--- src/rtl/lnrv_exu_flush_ctrl.sv ---
// -----------------------------------------------------------------------------
// lnrv_exu_flush_ctrl
//
// Pipeline flush responder for the lnrv EXU. Three flush sources compete for
// a single redirect slot toward the IFU with fixed priority
// exception > system return (mret/dret) > branch unit. The winner is
// acknowledged in the same cycle, its target (op1 + op2) is registered and
// presented to the IFU as a held request until the IFU acknowledges it.
//
// Ports:
//   clk, reset_n                   core clock, async active-low reset
//   excp_flush_req/ack/pc_op1/op2  exception unit flush handshake + operands
//   sys_flush_req/ack/pc_op1/op2   mret/dret redirect handshake + operands
//   bru_flush_req/ack/pc_op1/op2   branch mispredict handshake + operands
//   ifu_flush_req/ack/pc           registered redirect toward the IFU
//   pipe_kill                      squash younger instructions in IDU/EXU
//   flush_cnt                      count of IFU-accepted flushes (wraps)
// -----------------------------------------------------------------------------
module lnrv_exu_flush_ctrl #(
  parameter int unsigned XLEN      = 32,
  parameter int unsigned CNT_WIDTH = 32
) (
  input  logic                 clk,
  input  logic                 reset_n,

  input  logic                 excp_flush_req,
  output logic                 excp_flush_ack,
  input  logic [XLEN-1:0]      excp_flush_pc_op1,
  input  logic [XLEN-1:0]      excp_flush_pc_op2,

  input  logic                 sys_flush_req,
  output logic                 sys_flush_ack,
  input  logic [XLEN-1:0]      sys_flush_pc_op1,
  input  logic [XLEN-1:0]      sys_flush_pc_op2,

  input  logic                 bru_flush_req,
  output logic                 bru_flush_ack,
  input  logic [XLEN-1:0]      bru_flush_pc_op1,
  input  logic [XLEN-1:0]      bru_flush_pc_op2,

  output logic                 ifu_flush_req,
  input  logic                 ifu_flush_ack,
  output logic [XLEN-1:0]      ifu_flush_pc,

  output logic                 pipe_kill,
  output logic [CNT_WIDTH-1:0] flush_cnt
);

  typedef enum logic {
    IDLE = 1'b0,
    REQ  = 1'b1
  } state_e;

  state_e               state_q, state_d;
  logic [XLEN-1:0]      target_q, target_d;
  logic [CNT_WIDTH-1:0] cnt_q, cnt_d;

  logic                 acc_en;
  logic                 any_req;
  logic                 ifu_done;
  logic [XLEN-1:0]      win_op1;
  logic [XLEN-1:0]      win_op2;

  // NOTE: every signal written here gets a default first, so no path through
  // the block leaves a value unassigned and no latch is inferred.
  always_comb begin
    state_d  = state_q;
    target_d = target_q;
    cnt_d    = cnt_q;
    win_op1  = '0;
    win_op2  = '0;

    // The IFU handing back the current redirect frees the slot in the same
    // cycle, which is what allows one flush per cycle sustained.
    ifu_done = (state_q == REQ) & ifu_flush_ack;
    acc_en   = (state_q == IDLE) | ifu_done;
    any_req  = excp_flush_req | sys_flush_req | bru_flush_req;

    excp_flush_ack = acc_en & excp_flush_req;
    sys_flush_ack  = acc_en & sys_flush_req & ~excp_flush_req;
    bru_flush_ack  = acc_en & bru_flush_req & ~excp_flush_req & ~sys_flush_req;

    if (excp_flush_req) begin
      win_op1 = excp_flush_pc_op1;
      win_op2 = excp_flush_pc_op2;
    end else if (sys_flush_req) begin
      win_op1 = sys_flush_pc_op1;
      win_op2 = sys_flush_pc_op2;
    end else begin
      win_op1 = bru_flush_pc_op1;
      win_op2 = bru_flush_pc_op2;
    end

    if (acc_en & any_req) begin
      // Carry out of the adder is dropped on purpose: the target wraps.
      target_d = win_op1 + win_op2;
      state_d  = REQ;
    end else if (ifu_done) begin
      state_d  = IDLE;
    end

    if (ifu_done) begin
      cnt_d = cnt_q + CNT_WIDTH'(1);
    end

    ifu_flush_req = (state_q == REQ);
    ifu_flush_pc  = target_q;
    pipe_kill     = (acc_en & any_req) | (state_q == REQ);
    flush_cnt     = cnt_q;
  end

  // NOTE: state registers use non-blocking assignments so every flop samples
  // the pre-edge values, independent of block evaluation order.
  always_ff @(posedge clk or negedge reset_n) begin
    if (!reset_n) begin
      state_q  <= IDLE;
      target_q <= '0;
      cnt_q    <= '0;
    end else begin
      state_q  <= state_d;
      target_q <= target_d;
      cnt_q    <= cnt_d;
    end
  end

endmodule

--- config.mk ---
export PLATFORM = sky130hd
export DESIGN_NAME = lnrv_exu_flush_ctrl
export DESIGN_NICKNAME = d
export VERILOG_FILES = /design/src/rtl/lnrv_exu_flush_ctrl.sv
export SDC_FILE = /design/constraint.sdc
export NUM_CORES = 1
export LEC_CHECK = 0
export BUFFER_PORTS_ARGS = -buffer_cell sky130_fd_sc_hd__buf_4
export CORE_ASPECT_RATIO = 1.25
export CORE_MARGIN = 8
export CORE_UTILIZATION = 52
export CTS_CLUSTER_DIAMETER = 60
export CTS_CLUSTER_SIZE = 8
export DETAILED_ROUTE_END_ITERATION = 6
export GPL_TIMING_DRIVEN = 0
export PLACE_DENSITY_LB_ADDON = 0.05
export RECOVER_POWER = 50
export SYNTH_ARGS = -nofsm -noshare
export SYNTH_HDL_FRONTEND = slang
export SYNTH_SLANG_ARGS = --single-unit
export TNS_END_PERCENT = 5
--- constraint.sdc ---
create_clock -name clk -period 4.61 [get_ports clk]
set_clock_uncertainty 0.05 [all_clocks]
set_input_delay 0.2305 -clock clk [delete_from_list [all_inputs] [get_ports clk]]
set_output_delay 0.2305 -clock clk [all_outputs]
set_load 0.01 [all_outputs]
==> impl_metrics.json, run 1 <==
{
  "tritoncts": "built",
  "wl_met3_um": 1400,
  "irDropWorstVdd_v": 0.000203,
  "crit_path_end_kind": "flip-flop",
  "crit_slowest_cell": "buf_1",
  "slew_violations": 66,
  "clock_path_buffers": 2,
  "die_w_um": 110,
  "worstPathMaxFanout": 10,
  "clkTransAtPathRegs_ns": 0.06,
  "top_layer": "met4",
  "worstHoldPathCells": 3,
  "die_area_mm2": 0.0147,
  "synth_seq_cells": 65,
  "violations": "capacitance limit, slew limit",
  "maxCapViolCount": 1,
  "period_minus_slack_ns": 4.30,
  "ys_warn_count": 0,
  "relSlewSlack_pct": -136,
  "num_io_pins": 267,
  "gp_congestion": 0.881,
  "total_power_w": 0.00243,
  "cellLeakagePower_nw": 3.94,
  "status": "finished, violations left",
  "hold_path_end": "ifu_flush_req",
  "critical_path.max_stage_delay_ns": 0.73,
  "core_area_mm2": 0.0109,
  "routed_wl_um": 19500,
  "grt_max_degree": 66,
  "fin_crit_sh_pct": 93.3,
  "overflow": 0,
  "ys_seq_area_share_pct": 28.4,
  "track_usage_pct": 25.8,
  "vias": 6263,
  "clock-sinks": 65,
  "layout.nets": 1205,
  "yosysUniqueCellTypes": 65,
  "postSynthCellCount": 697,
  "antenna_cells": 0,
  "cts_setup_buffers": 0,
  "start_util_pct": 52.5,
  "syn_area_mm2": 0.00573,
  "drive_above_1_share_pct": 24.5,
  "dp_hpwl_um": 15600,
  "setup_tns_ns": 0,
  "cp-start-kind": "primary input",
  "postRouteAntennaNets": 0,
  "cts_buffers": 9,
  "synthesis.nets": 928,
  "path_buf_inv": 3,
  "hp-class": "in -> reg",
  "multiInputGateArea_mm2": 0.00387,
  "drt-vias-per-instance": 5.62,
  "rsz0062_at_grt": "no",
  "die_y_um": 133,
  "crit_family": "compound AO/OA/AOI/OAI gates",
  "syn_avg_cell_area_um2": 8.22,
  "power_density_mw_per_mm2": 307,
  "synthArstFlopShare_pct": 100,
  "finalSetupViolCount": 0,
  "r2r_end": "flush_cnt[30]",
  "worstHoldStart": "bru_flush_req",
  "ctsHtreeMaxLevel": 3,
  "clk_latency_ns": 0.33,
  "routedWlPerCell_um": 17.5,
  "r2r_cells": 9,
  "timing.rr.start": "ifu_flush_req",
  "r2r_slack_ns": 2.25,
  "cp_data_arrival_time_ns": 4.47,
  "dr_wl_met2_um": 10100,
  "wl_met1_um": 7530,
  "seqCellArea_mm2": 0.00163,
  "syn_to_final_growth_pct": 38.5,
  "hold_viol": 0,
  "drt_pass1_iterations": 5,
  "max_freq_mhz": 233,
  "crit_top_cell": "buf_1",
  "synthFlopType": "dfrtp_1",
  "rows": 43,
  "worst_pin_slew_ns": 3.55,
  "grt_antenna_before_repair": 0,
  "fillers": 938,
  "postCtsResizedCells": 0,
  "critPathKind": "in -> reg",
  "crit_path_cell_trace": "clkbuf_1 -> buf_1 -> buf_1 -> mux2i_1 -> o21ai_0 -> ha_1 -> and3_1 -> nand3_1 -> a211oi_1 -> o21ai_1 -> a31oi_2 -> a311oi_1 -> a221o_1",
  "grt_pass1_wl_um": 30600,
  "port_buffers": 265,
  "ctsRootBufferMaster": "clkbuf_16",
  "post-route-drc-count": 0,
  "critPathRequiredTime_ns": 4.78,
  "first_iter_violations": 311,
  "synth_edf_count": 0,
  "grt_pass1_vias": 6464
}
## cells in the mapped netlist (21+ instances only)
cell,count,area (um^2)
nand2_1,131,492
o21ai_0,94,470
dfrtp_1,65,1630
mux2i_1,64,641
ha_1,32,400
xnor2_1,30,263
nor2_1,28,105
a21oi_1,25,125
clkbuf_1,25,93.8
a21o_1,24,180
xor2_1,21,184
## registers in the layout, indices dropped and copies added, names as in the netlist
name / cells
ifu_flush_req: 1
flush_cnt: 32
ifu_flush_pc: 32
## placed cells by master, fill, tap and decap left out, drive strengths merged, types with 2 or more instances in the layout
master and count:
a311oi 3, nor3b 2, a31o 2, o21ai 97, nand2b 2, nand3b 3, or3 5, nand2 131
xor2 21, buf 214, clkinvlp 3, a211oi 6, clkbuf 102, and3 13, or2 4, o311ai 3
nor3 9, o31ai 8, nor2 28, xnor2 30, a221o 4, o21bai 4, inv 13, o211ai 7
dfrtp 65, o21a 4, and2 7, a221oi 2, ha 32, a21o 24, nand3 12, o31a 3
nand4 7, a21oi 26, mux2i 64
## worst reg2reg max path, stage by stage (launching register included)
cell	delay (ns)
dfrtp_1	0.38
and2_0	0.13
clkbuf_1	0.20
and3_1	0.25
nand3_1	0.16
or2_4	0.29
or3_1	0.32
buf_2	0.17
nor3_2	0.19
xnor2_1	0.13
## how the worst max path moves through the flow
stage                              from                to  slack (ns)  cells past startpoint
after global routing            reset_n  ifu_flush_pc[10]        0.11                      2
after floorplan           sys_flush_req  ifu_flush_pc[22]        1.05                     13
final                     sys_flush_req  ifu_flush_pc[27]        0.31                     13
after global placement    sys_flush_req  ifu_flush_pc[27]        0.08                     13
after CTS                 sys_flush_req  ifu_flush_pc[27]        0.35                     13
after detailed placement  sys_flush_req  ifu_flush_pc[27]        0.03                     13
## layout make-up
| type | instances | share of cell area, % |
|---|---|---|
| Timing Repair Buffer | 266 | 22.1 |
| Multi-Input combinational cell | 579 | 48.7 |
| Inverter | 12 | 0.568 |
| Tap cell | 135 | 2.13 |
| Buffer | 41 | 2.14 |
| Sequential cell | 65 | 20.5 |
| Clock inverter | 6 | 0.836 |
| Clock buffer | 10 | 3.01 |
## routing by layer
metal | up-vias | track usage [%]
met5 | - | 0
met4 | 0 | 9.03
met3 | 27 | 5.61
met2 | 230 | 47.4
met1 | 2961 | 27.6
li1 | 3045 | -
## metrics by stage
stage               worst slack (ns)  area [um^2]  hold slack [ns]  util (%)  cells
floorplan                       1.05         5730           -0.115         -    697
global placement              0.0831         7890            0.323      72.2   1097
detailed placement            0.0282         7890            0.329      72.2   1097
CTS                            0.349         8200            0.106      75.1   1114
global route                   0.111         7940            0.129      72.7   1114
finish                         0.310         7940            0.110      72.7   1114
## repair_timing
item	in CTS	in global routing
hold endpoints to repair	65	0
hold buffers	1	0
setup endpoints to repair	0	0
## report_power, final
group	internal, W	switching (W)	total (W)
Sequential	0.000683	0.0000881	0.000771
Combinational	0.000431	0.000540	0.000971
Clock	0.000434	0.000258	0.000692
## kinds of logic after synthesis
group                    share of synthesized area, %
AND/OR/NAND/NOR                                  19.0
flip-flops                                       28.4
XOR/XNOR                                         7.80
buffers and inverters                            3.82
adder cells (fa/ha/maj)                          7.34
multiplexers                                     11.4
AO/OA/AOI/OAI                                    22.3
(Power assumes the default switching activity.)
==> run 2, diff against run 1 <==
- BUFFER_PORTS_ARGS: -buffer_cell sky130_fd_sc_hd__buf_4 -> -buffer_cell sky130_fd_sc_hd__clkbuf_2
- CTS_CLUSTER_SIZE: 8 -> 14
==> run 2 against run 1 <==
Compared with the run above:
- the run still ends with capacitance limit, slew limit left
- global-route usage down 0.92 points
- count of clock-buffer cells in the layout down 1
- cell count about the same
- largest power group unchanged
- highest routed layer unchanged
==> impl_metrics.json, run 2 (same netlist as run 1, synthesis figures left out) <==
{
  "status": "finished, violations left",
  "violations": "capacitance limit, slew limit",
  "r2r_cells": 9,
  "ctsRootBufferMaster": "clkbuf_16",
  "total_power_w": 0.00245,
  "syn_to_final_growth_pct": 31.0,
  "port_buffers": 265,
  "core_area_mm2": 0.0109,
  "grt_pass1_vias": 6429,
  "layout.nets": 1204,
  "hold_viol": 0,
  "dp_slack_ns": -0.0170,
  "irDropWorstVdd_v": 0.000174,
  "r2r_end": "flush_cnt[30]",
  "cp-start-kind": "primary input",
  "slew_violations": 66,
  "overflow": 0,
  "gp_congestion": 0.894,
  "start_util_pct": 52.5,
  "postRouteAntennaNets": 0,
  "grt_antenna_before_repair": 0,
  "crit_path_cell_trace": "clkbuf_1 -> buf_1 -> buf_1 -> mux2i_1 -> o21ai_0 -> ha_1 -> and3_1 -> nand3_1 -> a211oi_1 -> o21ai_1 -> a31oi_2 -> a311oi_1 -> a221o_1",
  "cp_data_arrival_time_ns": 4.41,
  "relSlewSlack_pct": -138,
  "drive_above_1_share_pct": 28.3,
  "crit_top_cell": "buf_1",
  "finalSetupViolCount": 0,
  "power_density_mw_per_mm2": 327,
  "layout_setup_ws_ns": 0.368,
  "crit_path_end_kind": "flip-flop",
  "grt_pass1_wl_um": 29600,
  "first_iter_violations": 268,
  "num_io_pins": 267,
  "cellLeakagePower_nw": 3.93,
  "worst_pin_slew_ns": 3.57,
  "critPathRequiredTime_ns": 4.78,
  "fin_crit_sh_pct": 92.0,
  "clkTransAtPathRegs_ns": 0.06,
  "rsz0062_at_grt": "no",
  "critPathKind": "in -> reg",
  "rows": 43,
  "period_minus_slack_ns": 4.24,
  "dp_hpwl_um": 15300,
  "clock-sinks": 65,
  "die_w_um": 110,
  "hp-class": "in -> reg",
  "tritoncts": "built",
  "clk_latency_ns": 0.33,
  "max_freq_mhz": 236,
  "worstHoldPathCells": 3,
  "cts_setup_buffers": 0,
  "worstHoldStart": "bru_flush_req",
  "postCtsResizedCells": 0,
  "grt_max_degree": 66,
  "die_y_um": 133,
  "maxCapViolCount": 1,
  "cts_hold_buf": 0,
  "antenna_cells": 0,
  "ctsHtreeMaxLevel": 3,
  "vias": 6150,
  "hold_path_end": "ifu_flush_req",
  "die_area_mm2": 0.0147,
  "crit_family": "compound AO/OA/AOI/OAI gates",
  "worstPathMaxFanout": 10,
  "drt-vias-per-instance": 5.53,
  "routed_wl_um": 18600,
  "path_buf_inv": 3,
  "track_usage_pct": 24.9,
  "final_common_cell": "clkbuf_2",
  "drt_pass1_iterations": 5,
  "final_cell_mix": "clkbuf_2 (233), nand2_1 (131), o21ai_0 (94)",
  "post-route-drc-count": 0,
  "critical_path.max_stage_delay_ns": 0.72,
  "cts_buffers": 9,
  "r2r_slack_ns": 2.30,
  "crit_slowest_cell": "buf_1",
  "timing.rr.start": "ifu_flush_req",
  "clock_path_buffers": 2,
  "routedWlPerCell_um": 16.7
}
## run 2: cell types whose count changed in the layout (fill, tap and decap cells not counted), moves of 2 or more
| cell | previous run | this run |
|---|---|---|
| clkbuf_2 | 0 | 233 |
| buf_4 | 199 | 0 |
| clkbuf_1 | 92 | 58 |
| inv_6 | 1 | 3 |
## run 2: report_power, final
part	switching (W)	internal [W]
logic	0.000530	0.000398
clock network	0.000270	0.000479
registers	0.0000950	0.000683
## run 2: routing by layer
metal  up-vias  track usage [%]  wire (um)
li1       3041                -          -
met1      2867             28.8       7310
met2       225             44.8       9690
met3        17             3.87       1320
met4         0             7.60        284
met5         -                0          0
## run 2: layout make-up
class                      instances  area, um^2
multi-input combinational        579        3880
clock inverter                     7         101
timing repair buffer             265        1290
sequential                        65        1630
inverter                          12        45.0
buffer                            41         170
fill                             971        3410
clock buffer                       9         225
tap                              135         169
## run 2: worst min-delay path: stages
cell	delay, ns
clkbuf_2	0.09
nor3_1	0.08
nand2_1	0.07
## run 2: worst max path at each step
stage	from	to	slack, ns	depth (start not counted)
floorplan	sys_flush_req	ifu_flush_pc[22]	1.05	13
global placement	sys_flush_req	ifu_flush_pc[27]	0.05	13
detailed placement	sys_flush_req	ifu_flush_pc[27]	-0.02	13
CTS	sys_flush_req	ifu_flush_pc[27]	0.33	13
global route	sys_flush_req	ifu_flush_pc[27]	0.05	13
finish	sys_flush_req	ifu_flush_pc[27]	0.37	13
## run 2: through the flow
stage	TNS (ns)	utilization (%)	area, um^2	hold WS, ns	cells
global route	0	68.7	7510	0.144	1113
CTS	0	69.2	7550	0.0368	1113
global placement	0	66.1	7220	0.407	1097
detailed placement	-0.0170	66.2	7230	0.393	1097
floorplan	0	-	5730	-0.115	697
finish	0	68.7	7510	0.127	1113
